$ cat src/rtl/result_pixel_collector.sv
// result_pixel_collector: collects processed pixels from the CellProcessor
// result port into a small FWFT FIFO and re-emits each one as a zero-extended
// 32-bit word on a valid/ready stream. It counts pixels against a per-frame
// length, pulses done for one cycle when the frame completes, and keeps a
// sticky flag for any pixel that had to be dropped.
// Optional feature: define RESULT_CHECKSUM_EN to add a 32-bit running sum of
// the pushed pixels on the extra port 'checksum'.
module result_pixel_collector #(
  parameter int PIXEL_W    = 24,
  parameter int FIFO_DEPTH = 8,
  parameter int LEN_W      = 20
) (
  input  logic                          clk,
  input  logic                          rst,
  input  logic                          start,
  input  logic [LEN_W-1:0]              frame_len,
  input  logic                          in_valid,
  input  logic [PIXEL_W-1:0]            in_pixel,
  output logic                          in_ready,
  output logic                          out_valid,
  output logic [31:0]                   out_data,
  output logic                          out_last,
  input  logic                          out_ready,
  output logic                          busy,
  output logic                          done,
  output logic [$clog2(FIFO_DEPTH):0]   fifo_count,
  output logic                          overflow_err
`ifdef RESULT_CHECKSUM_EN
  ,
  output logic [31:0]                   checksum
`endif
);

  localparam int AW = $clog2(FIFO_DEPTH);

  typedef enum logic [1:0] {IDLE, RUN, DRAIN, DONE} state_t;

  state_t             state, state_nxt;
  logic [PIXEL_W-1:0] mem [FIFO_DEPTH];
  logic [AW:0]        wptr, rptr;
  logic [LEN_W-1:0]   len, rx_cnt, tx_cnt;
  logic               full, empty, push, pop, accept_start;

  // The extra pointer MSB distinguishes full from empty when the indices match.
  assign empty      = (wptr == rptr);
  assign full       = (wptr[AW] != rptr[AW]) && (wptr[AW-1:0] == rptr[AW-1:0]);
  assign fifo_count = wptr - rptr;

  assign in_ready   = (state == RUN) && !full && (rx_cnt < len);
  assign push       = in_valid && in_ready;
  assign out_valid  = !empty;
  assign pop        = out_valid && out_ready;
  assign out_last   = out_valid && (tx_cnt == len - 1'b1);
  assign busy       = (state == RUN) || (state == DRAIN);
  assign done       = (state == DONE);

  // The head is masked while empty so stale storage never shows on the bus.
  assign out_data   = out_valid ? 32'(mem[rptr[AW-1:0]]) : '0;

  // Next-state logic and the start-acceptance strobe.
  always_comb begin
    state_nxt    = state;
    accept_start = 1'b0;
    case (state)
      IDLE: begin
        if (start) begin
          accept_start = 1'b1;
          state_nxt    = (frame_len == '0) ? DONE : RUN;
        end
      end
      RUN: begin
        if (push && (rx_cnt == len - 1'b1)) state_nxt = DRAIN;
      end
      DRAIN: begin
        // Leave on the cycle of the final pop so done follows it directly.
        if ((tx_cnt == len) || (pop && (tx_cnt == len - 1'b1))) state_nxt = DONE;
      end
      DONE: begin
        state_nxt = IDLE;
      end
      default: state_nxt = IDLE;
    endcase
  end

  // State register.
  always_ff @(posedge clk) begin
    if (!rst) state <= IDLE;
    else      state <= state_nxt;
  end

  // FIFO read/write pointers; reset discards any buffered pixels.
  always_ff @(posedge clk) begin
    if (!rst) begin
      wptr <= '0;
      rptr <= '0;
    end else begin
      if (push) wptr <= wptr + 1'b1;
      if (pop)  rptr <= rptr + 1'b1;
    end
  end

  // FIFO storage write.
  always_ff @(posedge clk) begin
    if (push) mem[wptr[AW-1:0]] <= in_pixel;
  end

  // Frame length latch and received/transmitted pixel counters.
  always_ff @(posedge clk) begin
    if (!rst) begin
      len    <= '0;
      rx_cnt <= '0;
      tx_cnt <= '0;
    end else if (accept_start) begin
      len    <= frame_len;
      rx_cnt <= '0;
      tx_cnt <= '0;
    end else begin
      if (push) rx_cnt <= rx_cnt + 1'b1;
      if (pop)  tx_cnt <= tx_cnt + 1'b1;
    end
  end

  // Sticky drop flag: the source cannot stall, so a refused pixel is lost.
  always_ff @(posedge clk) begin
    if (!rst) begin
      overflow_err <= 1'b0;
    end else if (accept_start) begin
      overflow_err <= 1'b0;
    end else if (((state == RUN) && in_valid && !in_ready) ||
                 ((state == DRAIN) && in_valid)) begin
      overflow_err <= 1'b1;
    end
  end

`ifdef RESULT_CHECKSUM_EN
  // Running modulo-2^32 sum of every pushed pixel in the current frame.
  always_ff @(posedge clk) begin
    if (!rst)              checksum <= '0;
    else if (accept_start) checksum <= '0;
    else if (push)         checksum <= checksum + 32'(in_pixel);
  end
`endif

endmodule
$ cat config.mk
export PLATFORM = sky130hd
export DESIGN_NAME = result_pixel_collector
export DESIGN_NICKNAME = d
export VERILOG_FILES = /design/src/rtl/result_pixel_collector.sv
export SDC_FILE = /design/constraint.sdc
export NUM_CORES = 1
export LEC_CHECK = 0
export ABC_CLOCK_PERIOD_IN_PS = 9900
export BUFFER_PORTS_ARGS = -buffer_cell sky130_fd_sc_hd__buf_2
export CAP_MARGIN = 10
export CORE_UTILIZATION = 45
export DETAILED_ROUTE_END_ITERATION = 7
export RECOVER_POWER = 100
export SLEW_MARGIN = 20
export SYNTH_ARGS = -nofsm -noshare
export SYNTH_HDL_FRONTEND = slang
export SYNTH_SLANG_ARGS = --single-unit
$ cat constraint.sdc
create_clock -name clk -period 9.9 [get_ports clk]
set_input_delay 0.99 -clock clk [delete_from_list [all_inputs] [get_ports clk]]
set_output_delay 0.99 -clock clk [all_outputs]
set_load 0.005 [all_outputs]
==> impl_metrics.json <==
{
  "crit_cells": 10,
  "syn-cell-area_um2": 12500,
  "violations": "capacitance limit, slew limit",
  "gp_congestion": 0.874,
  "num_vias": 7845,
  "holdWs_ps": 467,
  "synth-simple-area-share_pct": 12.8,
  "insertion_delay_ps": 550,
  "yosys_most_used_dff": "edfxtp_1",
  "antenna_found_initial": 0,
  "hold_class": "reg -> reg",
  "tns_ps": 0,
  "crit_path_max_fanout": 16,
  "grt_pass1_wl_um": 43700,
  "yosysWarnings": 0,
  "synth_edf_count": 192,
  "worst_slew_pin_slew_ps": 1900,
  "p_leak_uw": 0.00460,
  "synth_compound_area_share_pct": 4.84,
  "clock_tree.buffer_depth": 3,
  "setup_ws_ps": 4680,
  "drtIter0Drc": 552,
  "cp-startpoint": "len[13]",
  "worst-r2r-setup-slack_ps": 4680,
  "clkTransAtPathRegs_ps": 70,
  "drc": 0,
  "worstReg2RegEnd": "mem[4][19]",
  "endpoint_kind": "register",
  "place_ws_ps": 5670,
  "dieArea_um2": 28500,
  "setup_viol": 0,
  "hold_violations": 0,
  "io_pins": 91,
  "netlist_top_cells_area": "edfxtp_1 (46%), dfxtp_1 (12%), mux4_2 (8.6%)",
  "grt_pass1_vias": 7818,
  "n_antenna_cell": 0,
  "rows": 60,
  "clock_skew_ps": 12.7,
  "worst_setup_path_start_kind": "register",
  "firstDrtPassIters": 5,
  "ys_ff_latch": 266,
  "cp_data_required_time_ps": 10070,
  "synth_most_common_cell": "edfxtp_1",
  "peakVddDrop_mv": 0.117,
  "placed_cell_area_um2": 13300,
  "gr-total-overflow": 0,
  "io_buffer_count": 82,
  "core-area_um2": 27200,
  "crit_end": "mem[4][19]",
  "cts_tree": "built",
  "ys_seq_area_share_pct": 57.8,
  "die_h_um": 169,
  "finalMaxSlewViolations": 96,
  "viasPerCell": 5.47,
  "synthXorXnorAreaFrac_pct": 6.78,
  "routed_wl_um": 27800,
  "period_needed_ps": 5220,
  "netlist.area_leader.share_pct": 46.0,
  "wl_per_cell_um": 19.4,
  "slew_headroom_pct": -26.9,
  "path_class": "reg -> reg",
  "dp_hpwl_um": 18500,
  "yosysUniqueCellTypes": 60,
  "clkSinkCount": 266,
  "drv_cap": 5,
  "start_util_pct": 46.1,
  "cts-root-buf": "clkbuf_16",
  "timing.rr.start": "len[13]",
  "synthMuxAreaShare_pct": 10.8,
  "die_w_um": 169,
  "numCtsBuffers": 28,
  "final_area_um2": 14100,
  "netlist_instances": 974,
  "synthTopCellsByCount": "edfxtp_1 (192), nand2_1 (79), nor2_1 (79), dfxtp_1 (74), xnor2_1 (60)",
  "power_uw": 3130,
  "cp.buffers_inverters": 2,
  "synth_fa_ha_area_share_pct": 3.45,
  "worstRegToRegCells": 10,
  "synth_top_area_cell": "edfxtp_1",
  "critPathArrivalTime_ps": 5390,
  "cp_top_family": "simple AND/OR/NAND/NOR gates",
  "rsz0062_at_grt": "false",
  "min_period_over_period_pct": 52.8,
  "crit_chain": "inv_1, ha_1, a21oi_1, o21ai_0, a2111oi_0, and4_1, and2_0, nand2_1, nor3_1, clkbuf_1",
  "max_stage_delay_ps": 1150,
  "layout-drive-gt1-share_pct": 12.6,
  "cts_setup_buffers": 0,
  "grt.total_usage_pct": 19.8,
  "cts-resized-gates": 0,
  "ant_nets": 0,
  "cts_hold_buf": 0,
  "synth.avg_cell_area_um2": 12.9,
  "num-nets-final": 1124,
  "p_per_area_nw_per_um2": 222,
  "grt_max_degree": 49,
  "status": "finished, violations left",
  "synth_top_family_by_area": "simple AND/OR/NAND/NOR gates",
  "max_freq_mhz": 191,
  "cpMaxStageDelayCell": "nor3_1",
  "async_reset_ff_share_pct": 0,
  "syn_to_final_growth_pct": 12.2,
  "cts_max_level": 1
}
==> stage by stage <==
stage / instances / util, %
3_5_place_dp: 1383 / 48.9
6_report: 1435 / 51.8
3_3_place_gp: 1383 / 48.9
5_1_grt: 1435 / 51.8
2_1_floorplan: 981 / -
4_1_cts: 1435 / 52.3
==> registers in the layout, summed over array words and instances (netlist names), named ones only <==
name,cells
mem,192
len,20
rx_cnt,20
tx_cnt,20
rptr,4
wptr,4
state,2
overflow_err,1
==> layout by cell type, fill, tap and decap left out, types with 3 or more instances in the layout <==
| cell | count |
|---|---|
| nor2_1 | 78 |
| ha_1 | 33 |
| o211ai_1 | 3 |
| clkinv_1 | 4 |
| o311ai_0 | 3 |
| edfxtp_1 | 192 |
| nand2b_1 | 4 |
| nor2b_1 | 7 |
| and2_0 | 7 |
| a21boi_0 | 22 |
| mux2i_1 | 27 |
| clkinv_2 | 6 |
| a21oi_1 | 20 |
| or3_1 | 12 |
| and2_1 | 5 |
| nor3_1 | 20 |
| o21ai_0 | 16 |
| mux4_2 | 48 |
| nand3_1 | 23 |
| clkbuf_1 | 67 |
| bufinv_16 | 4 |
| clkbuf_16 | 28 |
| nand4_1 | 16 |
| clkbuf_2 | 4 |
| inv_1 | 40 |
| conb_1 | 8 |
| or4_1 | 4 |
| and3_1 | 7 |
| xor2_1 | 37 |
| xnor2_1 | 60 |
| and4_1 | 13 |
| nor4_1 | 21 |
| nand2_1 | 78 |
| a31oi_1 | 3 |
| dfxtp_1 | 71 |
| buf_2 | 27 |
| nor4_4 | 3 |
==> worst min path at each step <==
stage            startpoint            to  slack [ps]  depth (start not counted)
2_1_floorplan    tx_cnt[14]    tx_cnt[14]         460                          2
3_3_place_gp   overflow_err  overflow_err         440                          2
3_5_place_dp   overflow_err  overflow_err         450                          2
4_1_cts        overflow_err  overflow_err         470                          2
5_1_grt        overflow_err  overflow_err         500                          2
6_report       overflow_err  overflow_err         470                          2
==> area by class of cell <==
cell class | count | area, um^2
Clock inverter | 17 | 210
Clock buffer | 35 | 727
Timing Repair Buffer | 93 | 392
Sequential cell | 266 | 7250
Inverter | 40 | 150
Tap cell | 372 | 465
Fill cell | 2401 | 13100
Multi-Input combinational cell | 612 | 4870
==> cell families after synthesis <==
group,Yosys count
AO/OA/AOI/OAI,88
flip-flops,266
multiplexers,75
buffers and inverters,103
AND/OR/NAND/NOR,310
XOR/XNOR,97
other,1
adder cells (fa/ha/maj),34
==> worst min-delay path, cell delays in order, from the launching register on <==
cell and delay (ps):
dfxtp_1 330, a21oi_1 40, nor2_1 70
==> routing by layer <==
layer	vias up	routed length (um)	global-route usage [%]
met1	3896	12800	26.9
met2	185	13200	33.3
li1	3720	-	-
met4	0	662	5.53
met5	-	0	0
met3	44	1210	2.67
==> where the power goes <==
group | internal, uW | switching (uW) | total, uW | leakage, uW
logic | 319 | 414 | 732 | 0.00182
registers | 1240 | 91.9 | 1330 | 0.00233
clock network | 627 | 437 | 1060 | 0.000451
total | 2190 | 942 | 3130 | 0.00460
(Power assumes the default switching activity.)
